File: config.mk
export PLATFORM = sky130hd
export DESIGN_NAME = uart_rx_flat
export DESIGN_NICKNAME = d
export VERILOG_FILES = /design/src/rtl/uart_rx_pkg.sv /design/src/rtl/uart_rx_if.sv /design/src/rtl/uart_rx_sync.sv /design/src/rtl/uart_rx.sv /design/src/flat_wrapper.sv
export SDC_FILE = /design/constraint.sdc
export NUM_CORES = 1
export LEC_CHECK = 0
export BUFFER_PORTS_ARGS = -buffer_cell sky130_fd_sc_hd__buf_2
export CAP_MARGIN = 20
export CORE_UTILIZATION = 35
export DETAILED_ROUTE_END_ITERATION = 8
export GPL_TIMING_DRIVEN = 0
export SYNTH_ARGS = -nofsm -noshare
export SYNTH_HDL_FRONTEND = slang
export SYNTH_SLANG_ARGS = --single-unit
File: constraint.sdc
create_clock -name clk -period 1.75 [get_ports clk]
set_input_delay 0.0875 -clock clk [delete_from_list [all_inputs] [get_ports clk]]
set_output_delay 0.0875 -clock clk [all_outputs]
set_load 0.03 [all_outputs]
File: src/rtl/uart_rx_pkg.sv
// Shared types and constants for the UART receive path.
package uart_rx_pkg;

    typedef enum logic [2:0] {
        StIdle,
        StStart,
        StData,
        StParity,
        StStop,
        StBrkWait
    } rx_state_t;

    localparam logic UartIdleLvl = 1'b1;

endpackage

File: src/rtl/uart_rx_if.sv
// Receive-side bus: oversample tick and serial line in, recovered word and status out.
interface uart_rx_if #(
    parameter int unsigned DataBits = 8
);
    logic                sample_tick;
    logic                rx_serial;
    logic [DataBits-1:0] rx_data;
    logic                data_rdy;
    logic                parity_err;
    logic                frame_err;
    logic                busy;

    modport master (
        output sample_tick, rx_serial,
        input  rx_data, data_rdy, parity_err, frame_err, busy
    );

    modport slave (
        input  sample_tick, rx_serial,
        output rx_data, data_rdy, parity_err, frame_err, busy
    );
endinterface

File: src/rtl/uart_rx_sync.sv
// Two-flop synchronizer for an asynchronous input, with selectable reset level.
module uart_rx_sync #(
    parameter logic ResetVal = 1'b0
) (
    input  logic clk,
    input  logic rst,
    input  logic d_i,
    output logic q_o
);

    logic meta_q, sync_q;

    always_ff @(posedge clk or posedge rst) begin
        if (rst) begin
            meta_q <= ResetVal;
            sync_q <= ResetVal;
        end else begin
            meta_q <= d_i;
            sync_q <= meta_q;
        end
    end

    assign q_o = sync_q;

endmodule

File: src/rtl/uart_rx.sv
// UART receiver: oversampled start/data/parity/stop recovery with parity and framing flags.
module uart_rx #(
    parameter int unsigned DataBits   = 8,
    parameter int unsigned Oversample = 16,
    parameter bit          ParityEn   = 1'b0,
    parameter bit          ParityOdd  = 1'b0
) (
    input logic     clk,
    input logic     rst,
    uart_rx_if.slave bus_io
);
    import uart_rx_pkg::*;

    localparam int unsigned TickW = $clog2(Oversample);
    localparam int unsigned BitW  = $clog2(DataBits + 1);
    localparam logic [TickW-1:0] HalfM1 = TickW'(Oversample / 2 - 1);
    localparam logic [TickW-1:0] FullM1 = TickW'(Oversample - 1);
    localparam logic [BitW-1:0]  LastBit = BitW'(DataBits - 1);

    rx_state_t           state_q, state_d;
    logic [TickW-1:0]    tick_cnt_q, tick_cnt_d;
    logic [BitW-1:0]     bit_cnt_q, bit_cnt_d;
    logic [DataBits-1:0] shreg_q, shreg_d;
    logic [DataBits-1:0] rx_data_q, rx_data_d;
    logic                perr_q, perr_d;
    logic                data_rdy_q, data_rdy_d;
    logic                parity_err_q, parity_err_d;
    logic                frame_err_q, frame_err_d;
    logic                busy_q, busy_d;
    logic                rx_s;

    uart_rx_sync #(
        .ResetVal (UartIdleLvl)
    ) u_sync (
        .clk (clk),
        .rst (rst),
        .d_i (bus_io.rx_serial),
        .q_o (rx_s)
    );

    always_comb begin
        state_d      = state_q;
        tick_cnt_d   = tick_cnt_q;
        bit_cnt_d    = bit_cnt_q;
        shreg_d      = shreg_q;
        rx_data_d    = rx_data_q;
        perr_d       = perr_q;
        data_rdy_d   = 1'b0;
        parity_err_d = parity_err_q;
        frame_err_d  = frame_err_q;
        if (bus_io.sample_tick) begin
            unique case (state_q)
                StIdle: begin
                    if (!rx_s) begin
                        state_d    = StStart;
                        tick_cnt_d = '0;
                    end
                end
                StStart: begin
                    if (tick_cnt_q == HalfM1) begin
                        tick_cnt_d = '0;
                        bit_cnt_d  = '0;
                        state_d    = rx_s ? StIdle : StData;
                    end else begin
                        tick_cnt_d = tick_cnt_q + TickW'(1);
                    end
                end
                StData: begin
                    // Counting restarts at each bit centre, so later samples stay centred.
                    if (tick_cnt_q == FullM1) begin
                        tick_cnt_d = '0;
                        shreg_d    = {rx_s, shreg_q[DataBits-1:1]};
                        bit_cnt_d  = bit_cnt_q + BitW'(1);
                        if (bit_cnt_q == LastBit) state_d = ParityEn ? StParity : StStop;
                    end else begin
                        tick_cnt_d = tick_cnt_q + TickW'(1);
                    end
                end
                StParity: begin
                    if (tick_cnt_q == FullM1) begin
                        tick_cnt_d = '0;
                        perr_d     = ^shreg_q ^ rx_s ^ ParityOdd;
                        state_d    = StStop;
                    end else begin
                        tick_cnt_d = tick_cnt_q + TickW'(1);
                    end
                end
                StStop: begin
                    if (tick_cnt_q == FullM1) begin
                        tick_cnt_d   = '0;
                        parity_err_d = perr_q;
                        if (rx_s) begin
                            rx_data_d   = shreg_q;
                            data_rdy_d  = 1'b1;
                            frame_err_d = 1'b0;
                            state_d     = StIdle;
                        end else begin
                            frame_err_d = 1'b1;
                            state_d     = StBrkWait;
                        end
                    end else begin
                        tick_cnt_d = tick_cnt_q + TickW'(1);
                    end
                end
                StBrkWait: begin
                    if (rx_s) state_d = StIdle;
                end
                default: state_d = StIdle;
            endcase
        end
        busy_d = (state_d != StIdle);
    end

    always_ff @(posedge clk or posedge rst) begin
        if (rst) begin
            state_q      <= StIdle;
            tick_cnt_q   <= '0;
            bit_cnt_q    <= '0;
            shreg_q      <= '0;
            rx_data_q    <= '0;
            perr_q       <= 1'b0;
            data_rdy_q   <= 1'b0;
            parity_err_q <= 1'b0;
            frame_err_q  <= 1'b0;
            busy_q       <= 1'b0;
        end else begin
            state_q      <= state_d;
            tick_cnt_q   <= tick_cnt_d;
            bit_cnt_q    <= bit_cnt_d;
            shreg_q      <= shreg_d;
            rx_data_q    <= rx_data_d;
            perr_q       <= perr_d;
            data_rdy_q   <= data_rdy_d;
            parity_err_q <= parity_err_d;
            frame_err_q  <= frame_err_d;
            busy_q       <= busy_d;
        end
    end

    assign bus_io.rx_data    = rx_data_q;
    assign bus_io.data_rdy   = data_rdy_q;
    assign bus_io.parity_err = parity_err_q;
    assign bus_io.frame_err  = frame_err_q;
    assign bus_io.busy       = busy_q;

endmodule
File: src/flat_wrapper.sv
// flat-port wrapper written by rule: the top's interface ports become plain ports
module uart_rx_flat import uart_rx_pkg::*;
#(
    parameter int unsigned DataBits   = 8,
    parameter int unsigned Oversample = 16,
    parameter bit          ParityEn   = 1'b0,
    parameter bit          ParityOdd  = 1'b0
)
  (clk, rst, bus_io_sample_tick, bus_io_rx_serial, bus_io_rx_data, bus_io_data_rdy, bus_io_parity_err, bus_io_frame_err, bus_io_busy);
  uart_rx_if #(.DataBits(DataBits)) bus_io_i ();
  input logic clk;
  input logic rst;
  input wire logic [$bits(bus_io_i.sample_tick)-1:0] bus_io_sample_tick;
  input wire logic [$bits(bus_io_i.rx_serial)-1:0] bus_io_rx_serial;
  output wire logic [$bits(bus_io_i.rx_data)-1:0] bus_io_rx_data;
  output wire logic [$bits(bus_io_i.data_rdy)-1:0] bus_io_data_rdy;
  output wire logic [$bits(bus_io_i.parity_err)-1:0] bus_io_parity_err;
  output wire logic [$bits(bus_io_i.frame_err)-1:0] bus_io_frame_err;
  output wire logic [$bits(bus_io_i.busy)-1:0] bus_io_busy;
  assign bus_io_i.sample_tick = bus_io_sample_tick;
  assign bus_io_i.rx_serial = bus_io_rx_serial;
  assign bus_io_rx_data = bus_io_i.rx_data;
  assign bus_io_data_rdy = bus_io_i.data_rdy;
  assign bus_io_parity_err = bus_io_i.parity_err;
  assign bus_io_frame_err = bus_io_i.frame_err;
  assign bus_io_busy = bus_io_i.busy;
  uart_rx #(.DataBits(DataBits), .Oversample(Oversample), .ParityEn(ParityEn), .ParityOdd(ParityOdd)) u_core (.clk(clk), .rst(rst), .bus_io(bus_io_i));
endmodule
==> results.cfg <==
[timing]
rsz0062_at_grt = true
finClkSkew_ps = 8.98
setup_viol = 0
max_freq_mhz = 573
drv_slew = 0
finalHoldWorstSlack_ps = 180
worst-slew-pin-transition_ps = 478
setup-tns-final_ps = 0
slew_headroom_pct = 68.1
fin_crit_sh_pct = 99.8
min_period_ps = 1750
worst_slack_ps = 3.93
final_hold_viol_count = 0

[clock_tree]
cts_max_level = 2
cts-root-buf = clkbuf_8
cts.sinks = 34
numCtsBuffers = 5
clk-insertion-delay-late_ps = 280
cts_tree = yes
cts_buffer_depth = 2
cts_setup_buffers = 0
path_clk_slew_ps = 70

[worst_setup_path]
crit_buf_inv = 0
max_stage_delay_ps = 430
cp_slowest_cell = dfrtp_1
path_max_fanout = 7
r2r_setup_slack_ps = 4
path_cells = ha_4, nand3_1, or2_0, a32oi_1, a31oi_1, a211o_1
cp.required_ps = 1920
crit_family = compound AO/OA/AOI/OAI gates
crit_path_start_kind = flip-flop
path_class = flip-flop to flip-flop
end_kind = flip-flop
crit_arrival_ps = 1920

[power_and_ir_drop]
p_leak_nw = 1.00
vdd_drop_max_mv = 0.510
power.density_nw_per_um2 = 866

[floorplanning]
rows = 25
ios = 16
die_area_um2 = 5300
die_y_um = 72.8
die_x_um = 72.8
core_um2 = 4790
start_util_pct = 36.6

[synthesis]
synth-seq-cells = 34
synth_common_cells = 32 x dfrtp_1, 10 x mux2_2, 9 x mux2_4, 8 x nand2_1, 8 x xnor2_1
async_reset_ff_share_pct = 100
synth-edff-count = 0
post-synth-top-count-cell = dfrtp_1
synthFlopType = dfrtp_1
netlist_area_um2 = 1750
syn_inst = 147
yosysWarningCount = 0
synth_top_area_share_pct = 45.7
syn_nets = 153
yosysTopAreaCell = dfrtp_1
ys_seq_area_share_pct = 48.7
avgSynthCellArea_um2 = 11.9
ys_top_cells_by_area = dfrtp_1 46%, mux2_4 7.7%, mux2_2 6.4%, xnor2_1 4.0%, dfstp_2 3.0%
yosysUniqueCellTypes = 47

[grt]
antenna_found_initial = 0
grt_pass1_wl_um = 5600
gr-total-overflow = 0
grt.total_usage_pct = 14.0
grt_max_degree = 26
grt_pass1_vias = 1226

[route]
drc = 0
first_pass_iters = 4
wl_per_cell_um = 13.2
vias = 1192
avgViaCountPerCell = 4.97
ant_nets = 0
drt_wl_total_um = 3180
drt_iter0_markers = 118

[place]
dpl_cell_area_um2 = 1940
placed_cells = 230
place.gp.congestion = 0.855
dp_slack_ps = -118
port_buffers = 15
dp_hpwl_um = 2300

[cells_and_area]
seq_area_um2 = 853
final_area_um2 = 2080
finalNetCount = 178
multi_input_area_um2 = 836
drive_gt1_share_pct = 35.8
syn2layout_area_growth_pct = 18.5
nFillCells = 457
diodes = 0
layout.cells.non_filler = 240

[run_status]
outcome = finished, final reports clean

[min_path]
min_path_type = input pin to flip-flop

[run]
drv_cap = 0
worst paths after layout:
kind	from	endpoint	cells past startpoint
min	bus_io_sample_tick	u_core.bit_cnt_q[2]	3
max reg2reg	u_core.tick_cnt_q[0]	u_core.bus_io.busy	6
max	u_core.tick_cnt_q[0]	u_core.bus_io.busy	6
min reg2reg	u_core.u_sync.meta_q	u_core.u_sync.q_o	0
max in group asynchronous	rst	u_core.u_sync.meta_q	4
min in group asynchronous	rst	u_core.state_q[1]	3
kinds of logic (layout without fill, tap and decap cells):
family	Yosys count	count (layout)	share of synthesized area (%)
compound gates	24	24	8.78
buf+inv	15	41	4.92
simple gates	40	40	15.4
xor+xnor	11	11	5.50
flops	34	34	48.7
fa+ha+maj	2	2	1.43
mux	21	21	15.3
what timing repair did:
item,CTS,global route
setup endpoints to repair,18,12
hold endpoints to repair,9,0
hold buffers,2,0
pin swaps,0,3
gates resized for setup,3,3
report_power, final:
| group | switching, mW | total [mW] | internal [mW] |
|---|---|---|---|
| Combinational | 0.183 | 0.321 | 0.138 |
| Sequential | 0.0524 | 0.887 | 0.835 |
| Clock | 0.273 | 0.590 | 0.317 |
| Total | 0.508 | 1.80 | 1.29 |
layout make-up:
| type | count | share of cell area (%) |
|---|---|---|
| inverters | 7 | 1.27 |
| flip-flops and latches | 34 | 41.1 |
| repair buffers | 18 | 5.90 |
| well taps | 67 | 4.04 |
| multi-input cells | 98 | 40.2 |
| plain buffers | 8 | 3.07 |
| clock buffers | 7 | 4.16 |
| clock inverters | 1 | 0.241 |
worst min-delay path: stages:
cell	delay, ps
buf_2	130
and2_4	170
nor2_1	40
per-layer routing:
layer | part of all wire (%) | GRT usage [%] | routed length [µm] | vias to the layer above
met4 | 2.4 | 7.19 | 75 | 0
met1 | 42 | 16.7 | 1350 | 590
met5 | 0 | 0 | 0 | -
met3 | 4.5 | 3.45 | 144 | 8
met2 | 51 | 23.4 | 1610 | 29
li1 | - | - | - | 565
layout by cell type (no fill, tap or decap), drive strengths merged, types with 2 or more instances in the layout:
cell	count
dfrtp	32
buf	22
mux2	19
nand2	9
clkbuf	9
xnor2	8
inv	7
o21ai	6
nand2b	5
nor2	5
a31oi	4
a21oi	4
nor2b	3
xor2	3
o22ai	3
and3	3
nor3	2
nand4	2
nand3b	2
mux2i	2
dlygate4sd3	2
dfstp	2
or2	2
nor4	2
ha	2
state kept, by name, summed over array words and instances, names as in the netlist:
name                      cells
u_core.bus_io.busy            1
u_core.state_q                3
u_core.shreg_q                8
u_core.u_sync.q_o             1
u_core.bit_cnt_q              4
u_core.tick_cnt_q             4
u_core.bus_io.rx_data         8
u_core.perr_q                 1
u_core.u_sync.meta_q          1
u_core.bus_io.parity_err      1
u_core.bus_io.frame_err       1
u_core.bus_io.data_rdy        1
per-stage QoR:
stage | total power [mW] | utilization, %
4_1_cts | 1.81 | 43.2
5_1_grt | 1.90 | 43.4
3_3_place_gp | 1.16 | 39.9
3_5_place_dp | 1.19 | 40.5
2_1_floorplan | 1.11 | -
6_report | 1.80 | 43.4
Power figures use the tool's default switching activity.
